==> config.mk <==
export PLATFORM = sky130hd
export DESIGN_NAME = bcd_to_bin_converter_flat
export DESIGN_NICKNAME = d
export VERILOG_FILES = /design/src/rtl/bcd_to_bin_converter_if.sv /design/src/rtl/bcd_to_bin_converter.sv /design/src/flat_wrapper.sv
export SDC_FILE = /design/constraint.sdc
export NUM_CORES = 1
export LEC_CHECK = 0
export ABC_AREA = 1
export CORE_UTILIZATION = 33
export CTS_CLUSTER_SIZE = 40
export DETAILED_ROUTE_END_ITERATION = 8
export PLACE_DENSITY = 0.58
export SETUP_SLACK_MARGIN = 0.5
export SLEW_MARGIN = 20
export SYNTH_ARGS = -nofsm -noshare
export SYNTH_HDL_FRONTEND = slang
export SYNTH_SLANG_ARGS = --single-unit
==> constraint.sdc <==
create_clock -name Clock -period 4 [get_ports Clock]
set_clock_uncertainty 0.1 [all_clocks]
set_input_delay 0.6 -clock Clock [delete_from_list [all_inputs] [get_ports Clock]]
set_output_delay 0.6 -clock Clock [all_outputs]
set_load 0.05 [all_outputs]
==> src/rtl/bcd_to_bin_converter_if.sv <==
// Request/response bundle for the BCD-to-binary converter: start/bcd_in in, status and result out.
interface bcd_to_bin_converter_if #(
  parameter int BIN_WIDTH  = 20,
  parameter int NUM_DIGITS = 6
);
  logic                    start;
  logic [4*NUM_DIGITS-1:0] bcd_in;
  logic                    busy;
  logic                    done;
  logic [BIN_WIDTH-1:0]    bin_out;
  logic                    error;

  modport master (output start, bcd_in, input busy, done, bin_out, error);
  modport slave  (input start, bcd_in, output busy, done, bin_out, error);
endinterface

==> src/rtl/bcd_to_bin_converter.sv <==
// Sequential BCD-to-binary converter using reverse double dabble, one bit per cycle.
// Invalid digits short-circuit straight to a done pulse with error set.
module bcd_to_bin_converter #(
  parameter int BIN_WIDTH  = 20,
  parameter int NUM_DIGITS = 6
) (
  input logic                  Clock,
  input logic                  Reset_n,
  bcd_to_bin_converter_if.slave bus
);
  localparam int BCD_W = 4 * NUM_DIGITS;
  localparam int SR_W  = BCD_W + BIN_WIDTH;
  localparam int CNT_W = $clog2(BIN_WIDTH);
  localparam logic [CNT_W-1:0] LAST_ITER = CNT_W'(BIN_WIDTH - 1);

  typedef enum logic [1:0] {IDLE, CONVERT, DONE} state_e;

  state_e               state_q, state_d;
  logic [SR_W-1:0]      sr_q, sr_d, sr_step;
  logic [CNT_W-1:0]     cnt_q, cnt_d;
  logic                 busy_q, busy_d, done_q, done_d, err_q, err_d;
  logic [BIN_WIDTH-1:0] bin_q, bin_d;
  logic                 digits_ok;

  always_comb begin
    digits_ok = 1'b1;
    for (int k = 0; k < NUM_DIGITS; k++)
      if (bus.bcd_in[4*k +: 4] > 4'd9) digits_ok = 1'b0;
  end

  // One iteration: shift the BCD:binary pair right, then pull any digit >= 8 back by 3.
  always_comb begin
    sr_step = sr_q >> 1;
    for (int k = 0; k < NUM_DIGITS; k++)
      if (sr_step[BIN_WIDTH+4*k +: 4] >= 4'd8)
        sr_step[BIN_WIDTH+4*k +: 4] = sr_step[BIN_WIDTH+4*k +: 4] - 4'd3;
  end

  always_ff @(posedge Clock or negedge Reset_n)
    if (!Reset_n) state_q <= IDLE;
    else          state_q <= state_d;

  always_comb begin
    state_d = state_q;
    unique case (state_q)
      IDLE:    if (bus.start) state_d = digits_ok ? CONVERT : DONE;
      CONVERT: if (cnt_q == LAST_ITER) state_d = DONE;
      DONE:    state_d = IDLE;
      default: state_d = IDLE;
    endcase
  end

  always_comb begin
    sr_d   = sr_q;
    cnt_d  = cnt_q;
    busy_d = busy_q;
    done_d = 1'b0;
    bin_d  = bin_q;
    err_d  = err_q;
    unique case (state_q)
      IDLE: if (bus.start) begin
        if (digits_ok) begin
          sr_d   = {bus.bcd_in, {BIN_WIDTH{1'b0}}};
          cnt_d  = '0;
          busy_d = 1'b1;
        end else begin
          bin_d  = '0;
          err_d  = 1'b1;
          done_d = 1'b1;
          busy_d = 1'b0;
        end
      end
      CONVERT: begin
        sr_d  = sr_step;
        cnt_d = cnt_q + 1'b1;
        if (cnt_q == LAST_ITER) begin
          bin_d  = sr_step[BIN_WIDTH-1:0];
          err_d  = 1'b0;
          done_d = 1'b1;
          busy_d = 1'b0;
        end
      end
      default: ;
    endcase
  end

  always_ff @(posedge Clock or negedge Reset_n)
    if (!Reset_n) begin
      sr_q   <= '0;
      cnt_q  <= '0;
      busy_q <= 1'b0;
      done_q <= 1'b0;
      bin_q  <= '0;
      err_q  <= 1'b0;
    end else begin
      sr_q   <= sr_d;
      cnt_q  <= cnt_d;
      busy_q <= busy_d;
      done_q <= done_d;
      bin_q  <= bin_d;
      err_q  <= err_d;
    end

  assign bus.busy    = busy_q;
  assign bus.done    = done_q;
  assign bus.bin_out = bin_q;
  assign bus.error   = err_q;
endmodule

==> src/flat_wrapper.sv <==
// flat-port wrapper written by rule: the top's interface ports become plain ports
module bcd_to_bin_converter_flat 
#(
  parameter int BIN_WIDTH  = 20,
  parameter int NUM_DIGITS = 6
)
  (Clock, Reset_n, bus_start, bus_bcd_in, bus_busy, bus_done, bus_bin_out, bus_error);
  bcd_to_bin_converter_if #(.BIN_WIDTH(BIN_WIDTH), .NUM_DIGITS(NUM_DIGITS)) bus_i ();
  input logic Clock;
  input logic Reset_n;
  input wire logic [$bits(bus_i.start)-1:0] bus_start;
  input wire logic [$bits(bus_i.bcd_in)-1:0] bus_bcd_in;
  output wire logic [$bits(bus_i.busy)-1:0] bus_busy;
  output wire logic [$bits(bus_i.done)-1:0] bus_done;
  output wire logic [$bits(bus_i.bin_out)-1:0] bus_bin_out;
  output wire logic [$bits(bus_i.error)-1:0] bus_error;
  assign bus_i.start = bus_start;
  assign bus_i.bcd_in = bus_bcd_in;
  assign bus_busy = bus_i.busy;
  assign bus_done = bus_i.done;
  assign bus_bin_out = bus_i.bin_out;
  assign bus_error = bus_i.error;
  bcd_to_bin_converter #(.BIN_WIDTH(BIN_WIDTH), .NUM_DIGITS(NUM_DIGITS)) u_core (.Clock(Clock), .Reset_n(Reset_n), .bus(bus_i));
endmodule
==> impl_metrics.tcl <==
set metrics [dict create \
    max_clock_freq_ghz 0.387 \
    cts_post_setup_buffers_inserted 0 \
    timing.hold.ws_ns 0.220 \
    path_class "in -> reg" \
    syn_to_final_growth_pct 22.8 \
    synth_edf_count 0 \
    synth_ff_type "dfrtp_1" \
    n_antenna_cell 0 \
    setup-tns-final_ns 0 \
    grt_pass1_wl_microns 14800 \
    hold_class "in -> async" \
    ctsResizeCount 0 \
    status "finished, final reports clean" \
    p_sw_share_pct 34.3 \
    die_x_microns 109 \
    rsz0062_at_grt "false" \
    p_leak_nw 2.42 \
    yosysUniqueCellTypes 24 \
    die_y_microns 109 \
    tightest_slew_ns 0.899 \
    ctsHoldBuffers 0 \
    cts_sinks 73 \
    grt-ovfl-total 0 \
    cts_htree_levels 3 \
    clock_latency_ns 0.33 \
    hpwl_microns 5760 \
    yosysWarnings 0 \
    syn_area_per_cell_sq_um 7.62 \
    cellPowerDensity_nw_per_um2 513 \
    cts_buffers 9 \
    synth_cells 493 \
    min_period_ns 2.58 \
    slew_headroom_pct 39.9 \
    drv_cap 0 \
    crit_path_max_fanout 48 \
    vias_per_cell 4.67 \
    fin_crit_sh_pct 64.5 \
    boundaryPins 50 \
    port_buffers 49 \
    synth_nets 531 \
    clk_pin_slew_ns 0.06 \
    switchingPower_w 0.000812 \
    irDropWorstVdd_mv 0.211 \
    nets 573 \
    cp.required_ns 4.11 \
    drive_above_1_share_pct 5.37 \
    synth_top_area_share_pct 48.6 \
    finalMaxSlewViolations 0 \
    drc_errors 0 \
    dr.pass1.iters 4 \
    track_usage_pct 15.9 \
    grt_max_degree 49 \
    ant_nets 0 \
    async_reset_ff_share_pct 100 \
    vias 3176 \
    synth_seq_area_share_pct 48.6 \
    fp-row-count 38 \
    cts_tree "yes" \
    clockRootBuffer "clkbuf_16" \
    setup_viol 0 \
    p_comb_share_pct 22.9 \
    hold_viol 0 \
    wirelength_microns 8490 \
    clock_path_buffers 2 \
    antenna_found_initial 0 \
    post_drt_wl_per_cell_microns 12.5 \
    startpoint_type "primary input" \
    ys_ff_latch 73 \
    grt_pass1_vias 3186 \
    netlist_area_sq_um 3760 \
    synth_area_leader_cell "dfrtp_1" \
    crit_path_end_kind "flip-flop" \
    seq_power_share_pct 43.5 \
    dieArea_sq_um 11800 \
    core-area_sq_um 11000 \
    cell_internal_pwr_w 0.00156 \
    initial_core_util_pct 34.2 \
    place_congestion 0.805 \
    yosys-top-cells-area "dfrtp_1 49%, nand2_1 21%, nand3_1 5.3%" \
    p_clk_share_pct 33.5 \
    drt-initial-drc-count 162 \
    crit_arrival_ns 2.69 \
    nFillCells 1138 \
]
[cell usage in the layout, fill, tap and decap left out, types with 2 or more instances in the layout]
master,synthesis,final
buf_4,2,5
clkbuf_16,0,9
clkdlybuf4s50_1,0,48
clkinvlp_4,0,2
dfrtp_1,73,73
ha_1,11,11
inv_1,34,34
nand2_1,215,215
nand3_1,40,40
nand3b_1,19,19
nand4_1,4,4
nor2_1,33,33
o21ai_0,31,31
[state kept, by name (all words and copies together), names as in the netlist]
signal and flops:
u_core.state_q 2, u_core.bus.busy 1, u_core.bus.bin_out 20, u_core.bus.error 1, u_core.bus.done 1, u_core.sr_q 43
u_core.cnt_q 5
[power by group through the flow]
| stage | Clock (W) | Combinational, W | Sequential (W) |
|---|---|---|---|
| 3_3_place_gp | 0 | 0.000524 | 0.00103 |
| 2_1_floorplan | 0 | 0.000405 | 0.00102 |
| 4_1_cts | 0.000807 | 0.000549 | 0.00103 |
| 5_1_grt | 0.000833 | 0.000643 | 0.00105 |
| 6_report | 0.000794 | 0.000543 | 0.00103 |
| 3_5_place_dp | 0 | 0.000544 | 0.00104 |
[critical path, stage by stage]
cell and delay [ns]:
clkdlybuf4s50_1 0.42, nor2_1 0.15, nor2_1 0.06, nor2_2 0.18, nand3_2 0.14, nand2_4 0.25
nand2_2 0.58, nand2_1 0.20, nand2_1 0.08
[through the flow]
step	setup WS, ns	instance area (sq um)	cells	utilization [%]	total power (W)
floorplan	2.31	3760	493	-	0.00142
global placement	1.13	4320	664	39.3	0.00156
detailed placement	1.10	4320	664	39.3	0.00158
CTS	1.44	4620	680	42.0	0.00238
global route	1.18	4620	680	42.0	0.00253
finish	1.42	4620	680	42.0	0.00237
[cells in the mapped netlist, types with 2 or more instances]
| master | count |
|---|---|
| clkbuf_1 | 7 |
| nor2_1 | 33 |
| nand4_1 | 4 |
| nand2_1 | 215 |
| inv_1 | 34 |
| buf_6 | 4 |
| nand3_1 | 40 |
| buf_4 | 2 |
| buf_2 | 9 |
| o21ai_0 | 31 |
| ha_1 | 11 |
| nand3b_1 | 19 |
| dfrtp_1 | 73 |
[metal layers]
metal  wire length, microns  up-vias  global-route usage (%)  share of wire, %
li1                       -     1625                       -                 -
met1                   3970     1497                    20.2                47
met2                   4170       41                    27.2                49
met3                    193       13                    2.39               2.3
met4                    152        0                    6.27               1.8
met5                      0        -                       0                 0
[kinds of logic after synthesis]
family,count (synthesis),share of synthesized area (%)
AO/OA/AOI/OAI,33,4.50
adder cells (fa/ha/maj),11,3.66
buffers and inverters,58,7.13
flip-flops,73,48.6
AND/OR/NAND/NOR,318,36.1
[layout make-up]
class,count,area [sq um],area share [%]
sequential,73,1830,39.6
timing repair buffer,54,523,11.3
tap,140,175,3.80
clock inverter,6,67.6,1.46
clock buffer,10,229,4.96
multi-input combinational,362,1660,36.0
inverter,35,131,2.85
[worst paths after layout]
path                                              startpoint                                  to  slack, ns  depth (start not counted)
setup / recovery                              bus_bcd_in[22]         u_core.cnt_q[4]$_DFFE_PN0P_       1.42                          9
hold / removal                                       Reset_n         u_core.sr_q[38]$_DFFE_PN0P_       0.22                          1
setup reg to reg                 u_core.cnt_q[0]$_DFFE_PN0P_  u_core.bus.bin_out[19]$_DFFE_PN0P_       1.66                          7
hold reg to reg            u_core.bus.bin_out[9]$_DFFE_PN0P_   u_core.bus.bin_out[9]$_DFFE_PN0P_       0.37                          2
max in group asynchronous                            Reset_n         u_core.cnt_q[3]$_DFFE_PN0P_       2.79                          2
min in group Clock         u_core.bus.bin_out[9]$_DFFE_PN0P_   u_core.bus.bin_out[9]$_DFFE_PN0P_       0.37                          2
Power figures use the tool's default switching activity.
